### config.mk
export PLATFORM = sky130hd
export DESIGN_NAME = switch_debounce
export DESIGN_NICKNAME = d
export VERILOG_FILES = /design/src/rtl/switch_pkg.sv /design/src/rtl/switch_debounce_sync_chain.sv /design/src/rtl/switch_debounce.sv
export SDC_FILE = /design/constraint.sdc
export NUM_CORES = 1
export LEC_CHECK = 0
export ABC_AREA = 1
export BUFFER_PORTS_ARGS = -buffer_cell sky130_fd_sc_hd__buf_2
export CORE_AREA = 2 2 91 115
export CTS_CLUSTER_SIZE = 25
export DETAILED_ROUTE_END_ITERATION = 8
export DIE_AREA = 0 0 93 117
export PLACE_DENSITY = 0.55
export SYNTH_ARGS = -nofsm -noshare
export SYNTH_HDL_FRONTEND = slang
export SYNTH_HIERARCHICAL = 1
export SYNTH_SLANG_ARGS = --single-unit
### constraint.sdc
create_clock -name clk -period 2.2 [get_ports clk]
set_clock_uncertainty 0.15 [all_clocks]
set_input_delay 0.44 -clock clk [delete_from_list [all_inputs] [get_ports clk]]
set_output_delay 0.44 -clock clk [all_outputs]
set_load 0.01 [all_outputs]
### src/rtl/switch_pkg.sv
// Shared definitions for the key/switch input-conditioning stages.
// Holds the debounce FSM state encoding and the default settle time.
package switch_pkg;

    typedef enum logic [1:0] {
        IDLE     = 2'd0,
        SETTLING = 2'd1,
        COMMIT   = 2'd2
    } state_t;

    // 10 ms at 50 MHz.
    localparam int DEFAULT_DEBOUNCE_CYCLES = 500000;

endpackage : switch_pkg

### src/rtl/switch_debounce_sync_chain.sv
// Per-bit flop pipeline that brings asynchronous inputs into the clk domain.
// There is no logic between stages, so each bit is an independent synchroniser.
module sync_chain #(
    parameter int WIDTH  = 8,
    parameter int STAGES = 2
) (
    input  logic             clk,
    input  logic             rst,
    input  logic [WIDTH-1:0] d,
    output logic [WIDTH-1:0] q
);

    logic [WIDTH-1:0] stages [STAGES];

    // NOTE: the whole chain is reset so no stale switch value survives rst;
    // the array is only STAGES entries deep, so a reset loop is cheap here.
    always_ff @(posedge clk) begin
        if (rst) begin
            for (int i = 0; i < STAGES; i++) begin
                stages[i] <= '0;
            end
        end else begin
            // NOTE: non-blocking assignments keep this a true shift register;
            // blocking ones would collapse every stage into a single flop.
            stages[0] <= d;
            for (int i = 1; i < STAGES; i++) begin
                stages[i] <= stages[i-1];
            end
        end
    end

    assign q = stages[STAGES-1];

endmodule : sync_chain

### src/rtl/switch_debounce.sv
// Synchronises and debounces a slide-switch vector as a whole, presenting a
// glitch-free value, a one-cycle changed strobe and a settling status flag.
module switch_debounce
    import switch_pkg::*;
#(
    parameter int WIDTH           = 8,
    parameter int SYNC_STAGES     = 2,
    parameter int DEBOUNCE_CYCLES = DEFAULT_DEBOUNCE_CYCLES
) (
    input  logic             clk,
    input  logic             rst,
    input  logic [WIDTH-1:0] sw,
    input  logic             hold,
    output logic [WIDTH-1:0] a_stable,
    output logic             changed,
    output logic             settling
);

    localparam int               CNT_W    = $clog2(DEBOUNCE_CYCLES);
    localparam logic [CNT_W-1:0] CNT_LAST = CNT_W'(DEBOUNCE_CYCLES - 1);

    logic [WIDTH-1:0] sync;
    logic [WIDTH-1:0] cand;
    logic [CNT_W-1:0] cnt;
    state_t           state;

    sync_chain #(
        .WIDTH  (WIDTH),
        .STAGES (SYNC_STAGES)
    ) u_sync_chain (
        .clk (clk),
        .rst (rst),
        .d   (sw),
        .q   (sync)
    );

    always_ff @(posedge clk) begin
        if (rst) begin
            state    <= IDLE;
            cand     <= '0;
            cnt      <= '0;
            a_stable <= '0;
            changed  <= 1'b0;
            settling <= 1'b0;
        end else begin
            changed <= 1'b0;
            unique case (state)
                IDLE: begin
                    if (sync != a_stable) begin
                        cand     <= sync;
                        cnt      <= '0;
                        state    <= SETTLING;
                        settling <= 1'b1;
                    end
                end
                SETTLING: begin
                    // A change on sync restarts the settle, even on the terminal count.
                    if (sync != cand) begin
                        cand <= sync;
                        cnt  <= '0;
                    end else if (cnt != CNT_LAST) begin
                        cnt <= cnt + CNT_W'(1);
                    end else if (!hold) begin
                        state    <= COMMIT;
                        settling <= 1'b0;
                    end
                end
                COMMIT: begin
                    state <= IDLE;
                    if (cand != a_stable) begin
                        a_stable <= cand;
                        changed  <= 1'b1;
                    end
                end
                default: begin
                    state    <= IDLE;
                    settling <= 1'b0;
                end
            endcase
        end
    end

endmodule : switch_debounce

-- Word level (Yosys, flattened, before mapping)
Memory sizes are Yosys's and may differ from the RTL's.
Cells that the tools add are included.
- bits in registers: 39
- memory bits (writable): 16
- logic and storage cells: 54
- memories kept: 1
- $add $sub $neg: 1
- eq/ne operators: 12
- mux-type cells: 23
- bitwise logic cells: 3
- reductions and logical operators: 8
- memories (memory ; words ; bits a word ; read ports ; clocked after memory_dff ; write ports ; line ; RTL):
    u_sync_chain.stages ; 2 ; 8 ; 2 ; 0 ; 2 ; switch_debounce_sync_chain.sv:13 ; logic [WIDTH-1:0] stages [STAGES];
- operators with widths (cell ; count):
    $mux W19 ; 3
    $pmux W19 S2 ; 1
    $mux W8 ; 4
    $ne A8 B8 Y1 ; 3
    $add A19 B1 Y19 const B ; 1
    $ne A19 B19 Y1 const B ; 1
    $pmux W8 S2 ; 1
    $ne A2 B2 Y1 const B ; 5
    $mux W1 ; 8
    $mux W2 ; 4
    $reduce_and A3 Y1 ; 2
    $reduce_and A5 Y1 ; 1
    $pmux W2 S2 ; 1
    $reduce_and A4 Y1 ; 1
    $ne A3 B3 Y1 const B ; 1
    $pmux W1 S3 ; 1
    $eq A2 B1 Y1 const B ; 1
    $eq A2 B2 Y1 const B ; 1
    $logic_not A2 Y1 ; 1
    $or A1 B1 Y1 ; 2
    $reduce_and A2 Y1 ; 1
    $reduce_bool A2 Y1 ; 1
    $reduce_or A2 Y1 ; 1
    $not A1 Y1 ; 1

-- Longest topological paths before layout
Gate-level depths: netlist of the first run.
- depth in word-level cells: 4
- depth in mapped cells: 13
- depth with buffers taken out: 12

-- Cells and area by module
Netlist of the first run, hierarchy kept.
- by module, submodules not included (module ; times used ; cells each ; area each (µm²) ; sequential area each (µm²)):
    switch_debounce ; 1 ; 402 ; 2462.4 ; 780.7
    sync_chain ; 1 ; 58 ; 534.3 ; 320.3

-- Worst setup path before layout of the first run
OpenSTA, ideal clock, no wires.
- kind: register to register
- start: reg cnt[0]
- end: reg cnt[15]
- setup time: 114 ps
- data arrival time: 1487 ps
- data required time: 1936 ps
- path slack: 449 ps
- cell stages (with the launch flop): 12
- path buffers: 1
- clock period less this slack: 1751 ps
- cell sequence: dfxtp_1 -> ha_1 -> nand3_2 -> inv_1 -> nand2_1 -> nor2_1 -> nand3_4 -> nand2_4 -> buf_6 -> nand2_1 -> nand2_1 -> nor2_1
- cells in the longest elaborated chain, start to end: 4
- RTL lines (item ; line ; RTL):
    start, declared ; switch_debounce.sv:24 ; logic [CNT_W-1:0] cnt;
    start signal, assigned ; switch_debounce.sv:62 ; cnt <= cnt + CNT_W'(1);
    $add A19 B1 Y19 ; switch_debounce.sv:62 ;
    $mux W19 ; switch_debounce.sv:61 ; end else if (cnt != CNT_LAST) begin
    $mux W19 ; switch_debounce.sv:58 ; if (sync != cand) begin
    $pmux W19 S2 ; switch_debounce.sv:47 ; unique case (state)
Several ways; a longest one is shown, not always the timed one. The select of a mux whose other input is x is not followed.
A chain may end at the register's enable or synchronous reset.

-- Worst setup path in the final report of the first run
- start: reg cnt[1]
- end: reg cnt[15]
The elaborated chain is that of the path after synthesis.

==> results.json, run 1 <==
{
  "globalRoute.totalOverflow": 0,
  "synth_cell_types": 29,
  "numCtsBuffers": 5,
  "start_util_pct": 30.4,
  "area_growth_pct": 12.9,
  "worst_setup_hold_path_clk_slew_ns": 0.08,
  "timing.final.crit_period_ns": 1.97,
  "multi_input_area_um2": 1510,
  "antenna_violations_before_repair": 0,
  "cp_data_required_time_ns": 2.25,
  "crit_type": "reg -> reg",
  "tightest_slew_ns": 0.642,
  "ant_nets": 0,
  "ys.warnings.count": 6,
  "grt_first_pass_wirelength_um": 11700,
  "fin_worst_hold_slack_ns": 0.182,
  "share_of_synthesized_area_occupied_by_flip_flops_and_latches_pct": 36.7,
  "max_stage_delay_ns": 0.39,
  "postSynthNetCount": 472,
  "timing.critical_path.from_type": "register",
  "power.combinational.fraction_pct": 25.5,
  "cpMostUsedCell": "sky130_fd_sc_hd__nand2_1",
  "drc": 0,
  "post_synth_main_area_contributors": "sky130_fd_sc_hd__dfxtp_1, sky130_fd_sc_hd__nand2_1, sky130_fd_sc_hd__nor2_1",
  "gp_congestion": 0.819,
  "post_synth_inst_count": 460,
  "power_density_relative_to_cell_area_nw_per_um2": 836,
  "drv.max_cap_violation_count": 0,
  "p_sw_share_pct": 33.3,
  "f_max_ghz": 0.508,
  "detailedRoute.firstIterationViolations": 67,
  "timing.slew.headroom_pct": 57.1,
  "length_of_routed_met2_wiring_um": 3710,
  "report.final.slew_viol_count": 0,
  "netSwitchingPower_mw": 0.940,
  "cts.root.buffer_cell": "sky130_fd_sc_hd__clkbuf_16",
  "tritoncts": "done",
  "rsz_0062_raised_after_global_routing": "false",
  "route.layer.met1.wl_um": 2970,
  "leakage_nw": 1.46,
  "dieWidth_um": 93,
  "post_route_cells_drive_above_1_share_pct": 14.9,
  "clkLatencyLatePin_ns": 0.30,
  "grt_pass1_vias": 2629,
  "dieArea_um2": 10900,
  "worstPathArrival_ns": 2.02,
  "synth_seq_cells": 55,
  "crit_family": "simple AND/OR/NAND/NOR gates",
  "wirelength_um": 6920,
  "seqCellArea_um2": 1100,
  "p_seq_share_pct": 41.0,
  "vias": 2741,
  "layout_worst_path_cycle_share_pct": 89.5,
  "ctsLongestPathBuffers": 2,
  "post-synth-top-area-fraction_pct": 36.7,
  "detailed_place_hpwl_um": 5140,
  "core_um2": 9850,
  "result_of_the_run": "completed",
  "p_int_mw": 1.89,
  "vias_per_cell": 4.52,
  "num_io_pins": 21,
  "totalNegativeSetupSlack_ns": 0,
  "grt_max_degree": 38,
  "clock_sinks": 55,
  "path_cells": "ha_1 > nand3_2 > inv_1 > nand2_1 > nor2_2 > nand3_4 > nand2_8 > buf_12 > nand2_1 > nand2_1 > nor2_1",
  "post_synth_instance_area_um2": 3000,
  "regToRegSetupSlack_ns": 0.23,
  "portBuffers": 20,
  "count_of_h_tree_levels_built_during_cts": 2,
  "slowest_stage": "sky130_fd_sc_hd__dfxtp_1",
  "share_clk_of_total_power_pct": 33.6,
  "dr.pass1.iters": 4,
  "die-height_um": 117,
  "placementRows": 41,
  "critical_path_peak_fanout": 11,
  "path_buf_inv": 2,
  "syn-mean-instance-area_um2": 6.51,
  "ir_worst_vdd_v": 0.000325,
  "grt_util_all_layers_pct": 13.7,
  "antennaDiodeCount": 0,
  "fillers": 1080,
  "timing_hold_violations_final": 0,
  "layout.nets": 489,
  "setup_violations": 0,
  "routedWlPerCell_um": 11.4,
  "met3_length_um": 145,
  "critPathCaptureType": "register",
  "dr.max_layer_used": "met4",
  "synth.largest_area_cell": "sky130_fd_sc_hd__dfxtp_1",
  "worstHoldPathType": "in -> reg"
}
## layer usage
| layer | vias to the layer above | GRT usage [%] |
|---|---|---|
| met3 | 8 | 2.30 |
| met4 | 0 | 4.41 |
| met1 | 1254 | 14.4 |
| met2 | 27 | 27.2 |
| met5 | - | 0 |
| li1 | 1452 | - |
## cell families after synthesis
group / Yosys count / share of synthesized area [%]
and+or+nand+nor: 270 / 39.3
xor gates and xnor gates: 8 / 2.34
DFF: 55 / 36.7
buffers and inverters: 86 / 13.3
AOI/OAI and AO/OA: 40 / 7.89
adders and majority gates: 1 / 0.417
## cell usage after synthesis
cell type,number
sky130_fd_sc_hd__a21oi_1,18
sky130_fd_sc_hd__a21oi_2,9
sky130_fd_sc_hd__buf_2,3
sky130_fd_sc_hd__buf_4,10
sky130_fd_sc_hd__buf_6,3
sky130_fd_sc_hd__buf_8,1
sky130_fd_sc_hd__clkbuf_1,2
sky130_fd_sc_hd__dfxtp_1,55
sky130_fd_sc_hd__ha_1,1
sky130_fd_sc_hd__inv_1,63
sky130_fd_sc_hd__inv_2,4
sky130_fd_sc_hd__nand2_1,119
sky130_fd_sc_hd__nand2_2,8
sky130_fd_sc_hd__nand2_4,1
sky130_fd_sc_hd__nand3_1,34
sky130_fd_sc_hd__nand3_2,1
sky130_fd_sc_hd__nand3_4,1
sky130_fd_sc_hd__nand3b_1,2
sky130_fd_sc_hd__nand4_1,12
sky130_fd_sc_hd__nor2_1,77
sky130_fd_sc_hd__nor2_2,3
sky130_fd_sc_hd__nor2_4,2
sky130_fd_sc_hd__nor3_1,8
sky130_fd_sc_hd__o21ai_0,11
sky130_fd_sc_hd__o21ai_1,1
sky130_fd_sc_hd__o21bai_1,1
sky130_fd_sc_hd__or2_2,2
sky130_fd_sc_hd__xnor2_1,3
sky130_fd_sc_hd__xor2_1,5
## final timing paths
kind	from	endpoint	cells past startpoint
min reg2reg	u_sync_chain/stages[0][7]$_SDFF_PP0_	u_sync_chain/stages[0][15]$_SDFF_PP0_	2
max reg2reg	cnt[1]$_SDFFE_PP0P_	cnt[15]$_SDFFE_PP0P_	11
max	cnt[1]$_SDFFE_PP0P_	cnt[15]$_SDFFE_PP0P_	11
min	sw[1]	u_sync_chain/stages[0][1]$_SDFF_PP0_	3
## worst min-delay path, stage by stage
cell	delay [ns]
sky130_fd_sc_hd__buf_2	0.07
sky130_fd_sc_hd__inv_1	0.03
sky130_fd_sc_hd__nor2_1	0.06
## cell usage in the layout (no fill, tap or decap)
cell and n:
sky130_fd_sc_hd__bufinv_16 1, sky130_fd_sc_hd__dfxtp_2 1, sky130_fd_sc_hd__inv_1 63, sky130_fd_sc_hd__nor2_4 2, sky130_fd_sc_hd__buf_12 1, sky130_fd_sc_hd__buf_4 8
sky130_fd_sc_hd__dfxtp_1 54, sky130_fd_sc_hd__o21ai_1 1, sky130_fd_sc_hd__o21ai_0 11, sky130_fd_sc_hd__nor2_2 5, sky130_fd_sc_hd__nor2_1 75, sky130_fd_sc_hd__nand2_1 119
sky130_fd_sc_hd__nor3_1 8, sky130_fd_sc_hd__buf_2 20, sky130_fd_sc_hd__xor2_1 5, sky130_fd_sc_hd__inv_8 1, sky130_fd_sc_hd__or2_2 2, sky130_fd_sc_hd__ha_1 1
sky130_fd_sc_hd__clkbuf_16 5, sky130_fd_sc_hd__nand3_1 34, sky130_fd_sc_hd__o21bai_1 1, sky130_fd_sc_hd__a21oi_1 18, sky130_fd_sc_hd__xnor2_1 3, sky130_fd_sc_hd__nand3b_1 2
sky130_fd_sc_hd__nand3_2 1, sky130_fd_sc_hd__nand3_4 1, sky130_fd_sc_hd__a21oi_2 9, sky130_fd_sc_hd__nand2_2 8, sky130_fd_sc_hd__inv_2 4, sky130_fd_sc_hd__inv_6 1
sky130_fd_sc_hd__nand4_1 12, sky130_fd_sc_hd__nand2_8 1
## power groups by stage
stage	Combinational (mW)	Clock, mW	Sequential, mW
2_1_floorplan	0.524	0	1.18
3_3_place_gp	0.708	0	1.18
3_5_place_dp	0.710	0	1.18
4_1_cts	0.712	0.978	1.16
5_1_grt	0.825	1.01	1.17
6_report	0.720	0.949	1.16
## per-stage QoR
| stage | worst slack [ns] | power [mW] | utilization (%) | cell area (µm²) | instances |
|---|---|---|---|---|---|
| finish | 0.231 | 2.83 | 34.3 | 3380 | 607 |
| global route | 0.00302 | 3.01 | 34.3 | 3380 | 607 |
| CTS | 0.0713 | 2.85 | 34.1 | 3360 | 606 |
| detailed placement | 0.101 | 1.89 | 32.3 | 3180 | 598 |
| global placement | 0.0797 | 1.88 | 32.3 | 3180 | 598 |
| floorplan | 0.449 | 1.70 | - | 3000 | 460 |
## registers in the layout (all words and copies together), names as in the netlist
| name | flops |
|---|---|
| cnt | 19 |
| settling | 1 |
| cand | 8 |
| changed | 1 |
| u_sync_chain/stages | 16 |
| a_stable | 8 |
| state | 2 |
## what timing repair did
| action | 4_1_cts | 5_1_grt |
|---|---|---|
| endpoints found under the hold margin | 0 | 0 |
| setup buffers | 0 | 1 |
| endpoints found under the setup margin | 0 | 13 |
| hold buffers | 0 | 0 |
| resized for setup | 0 | 4 |
## cell type report
class	instances	area share [%]
clock buffer	5	3.70
tap	129	4.77
timing repair buffer	29	5.33
sequential	55	32.6
inverter	67	7.44
multi-input combinational	319	44.7
clock inverter	3	1.48
(Power assumes the default switching activity.)
==> run 2, diff against run 1 <==
--- a/config.mk
+++ b/config.mk
@@ -12,6 +12,7 @@
 export DETAILED_ROUTE_END_ITERATION = 8
 export DIE_AREA = 0 0 93 117
 export PLACE_DENSITY = 0.55
+export SETUP_SLACK_MARGIN = 0.15
 export SYNTH_ARGS = -nofsm -noshare
 export SYNTH_HDL_FRONTEND = slang
 export SYNTH_HIERARCHICAL = 1
==> constraint.sdc (replaced) <==
create_clock -name clk -period 2.55 [get_ports clk]
set_clock_uncertainty 0.15 [all_clocks]
set_input_delay 0.51 -clock clk [delete_from_list [all_inputs] [get_ports clk]]
set_output_delay 0.51 -clock clk [all_outputs]
set_load 0.01 [all_outputs]
==> results.json, run 2 (synthesis results as in run 1) <==
{
  "result_of_the_run": "completed",
  "layout.nets": 488,
  "portBuffers": 20,
  "vias_per_cell": 4.52,
  "gp_congestion": 0.901,
  "power_density_relative_to_cell_area_nw_per_um2": 714,
  "die-height_um": 117,
  "totalNegativeSetupSlack_ns": 0,
  "wirelength_um": 6930,
  "clkLatencyLatePin_ns": 0.30,
  "globalRoute.totalOverflow": 0,
  "place_worst_setup_slack_ns": 0.289,
  "cts.root.buffer_cell": "sky130_fd_sc_hd__clkbuf_16",
  "fin_cells": 606,
  "largest_reg_flops": 19,
  "placedInstanceArea_um2": 3130,
  "vias": 2737,
  "tightest_slew_ns": 0.689,
  "grt_first_pass_wirelength_um": 11900,
  "placementRows": 41,
  "leakage_nw": 1.46,
  "global_route.usage.met2_pct": 25.7,
  "post_route_cells_drive_above_1_share_pct": 14.0,
  "cp_data_required_time_ns": 2.59,
  "timing.critical_path.from_type": "register",
  "globalRouteMet1Util_pct": 15.4,
  "fin_worst_hold_slack_ns": 0.256,
  "crit_family": "simple AND/OR/NAND/NOR gates",
  "p_int_mw": 1.60,
  "antennaDiodeCount": 0,
  "clock_sinks": 55,
  "hold_bufs_at_cts": 0,
  "mostFrequentLayoutCell": "sky130_fd_sc_hd__nand2_1",
  "detailedRoute.firstIterationViolations": 84,
  "ir_worst_vdd_v": 0.000296,
  "share_clk_of_total_power_pct": 34.0,
  "f_max_ghz": 0.466,
  "antenna_violations_before_repair": 0,
  "worstHoldPathType": "reg -> reg",
  "drc": 0,
  "ctsLongestPathBuffers": 2,
  "slowest_stage": "sky130_fd_sc_hd__dfxtp_1",
  "routedWlPerCell_um": 11.4,
  "final.setup.worst_slack_ns": 0.405,
  "p_seq_share_pct": 42.0,
  "netSwitchingPower_mw": 0.796,
  "grt_pass1_vias": 2603,
  "max_stage_delay_ns": 0.43,
  "path_buf_inv": 2,
  "layout_worst_path_cycle_share_pct": 84.1,
  "met3_usage_pct": 2.18,
  "ant_nets": 0,
  "drv.max_cap_violation_count": 0,
  "crit_type": "reg -> reg",
  "setup_violations": 0,
  "detailed_place_hpwl_um": 5160,
  "p_sw_share_pct": 33.2,
  "power.combinational.fraction_pct": 24.0,
  "final_design_area_no_fill_um2": 3360,
  "most-common-layout-cells": "sky130_fd_sc_hd__nand2_1, sky130_fd_sc_hd__nor2_1, sky130_fd_sc_hd__inv_1",
  "dr.pass1.iters": 5,
  "path_cells": "ha_1 > nand3_2 > inv_1 > nand2_1 > nor2_1 > nand3_4 > nand2_8 > inv_1 > nor2_1 > nor2_1",
  "start_util_pct": 30.4,
  "area_growth_pct": 12.0,
  "rsz_0062_raised_after_global_routing": "false",
  "core_um2": 9850,
  "grt_util_all_layers_pct": 13.7,
  "num_io_pins": 21,
  "timing.final.crit_period_ns": 2.15,
  "tritoncts": "done",
  "worst_setup_hold_path_clk_slew_ns": 0.08,
  "report.final.slew_viol_count": 0,
  "global_route.peak_usage_layer": "met2",
  "largestRegisters": "cnt: 19 flops, u_sync_chain/stages: 16 flops",
  "dieWidth_um": 93,
  "count_of_h_tree_levels_built_during_cts": 2,
  "cpMostUsedCell": "sky130_fd_sc_hd__nor2_1",
  "critical_path_peak_fanout": 21,
  "timing.slew.headroom_pct": 54.0,
  "top_register": "cnt",
  "grt_max_degree": 38,
  "worstPathArrival_ns": 2.19,
  "critPathCaptureType": "register",
  "numCtsBuffers": 5,
  "dp_cells": 593,
  "dieArea_um2": 10900,
  "timing_hold_violations_final": 0
}
run 2: routing by layer:
layer / vias to the layer above / share of wire (%)
li1: 1443 / -
met1: 1240 / 44
met2: 41 / 51
met3: 13 / 2.4
met4: 0 / 2.6
met5: - / 0
run 2: layout make-up:
class                      count  area, µm²
fill                        1111       6490
sequential                    55       1100
clock inverter                 3       50.0
clock buffer                   5        125
timing repair buffer          28        160
tap                          129        161
inverter                      67        251
multi-input combinational    319       1510
run 2: what timing repair did:
item | in CTS | in global routing
endpoints found under the setup margin | 0 | 5
gates resized for setup | 0 | 1
setup buffers | 0 | 5
run 2: worst register-to-register path: stages (launching register included):
cell                      delay, ns
sky130_fd_sc_hd__dfxtp_1       0.43
sky130_fd_sc_hd__ha_1          0.24
sky130_fd_sc_hd__nand3_2       0.13
sky130_fd_sc_hd__inv_1         0.10
sky130_fd_sc_hd__nand2_1       0.05
sky130_fd_sc_hd__nor2_1        0.26
sky130_fd_sc_hd__nand3_4       0.18
sky130_fd_sc_hd__nand2_8       0.20
sky130_fd_sc_hd__inv_1         0.13
sky130_fd_sc_hd__nor2_1        0.11
sky130_fd_sc_hd__nor2_1        0.05
run 2: path summary, 6_finish.rpt:
path / endpoint / depth (start not counted) / slack (ns) / startpoint
setup / recovery: cnt[13]$_SDFFE_PP0P_ / 10 / 0.40 / cnt[0]$_SDFFE_PP0P_
hold reg to reg: u_sync_chain/stages[0][8]$_SDFF_PP0_ / 2 / 0.26 / u_sync_chain/stages[0][0]$_SDFF_PP0_
hold / removal: u_sync_chain/stages[0][8]$_SDFF_PP0_ / 2 / 0.26 / u_sync_chain/stages[0][0]$_SDFF_PP0_
setup reg to reg: cnt[13]$_SDFFE_PP0P_ / 10 / 0.40 / cnt[0]$_SDFFE_PP0P_
run 2: through the flow:
stage               utilization (%)  power, mW
finish                         34.1       2.40
global route                   34.1       2.56
CTS                            33.6       2.40
detailed placement             31.8       1.58
global placement               31.8       1.57
floorplan                         -       1.47
run 2: power by group through the flow:
stage                     registers [mW]  clock network (mW)  logic (mW)
after floorplan                     1.02                   0       0.452
after global placement              1.03                   0       0.544
after detailed placement            1.03                   0       0.548
after CTS                           1.01               0.843       0.551
after global routing                1.02               0.875       0.663
final                               1.01               0.815       0.575
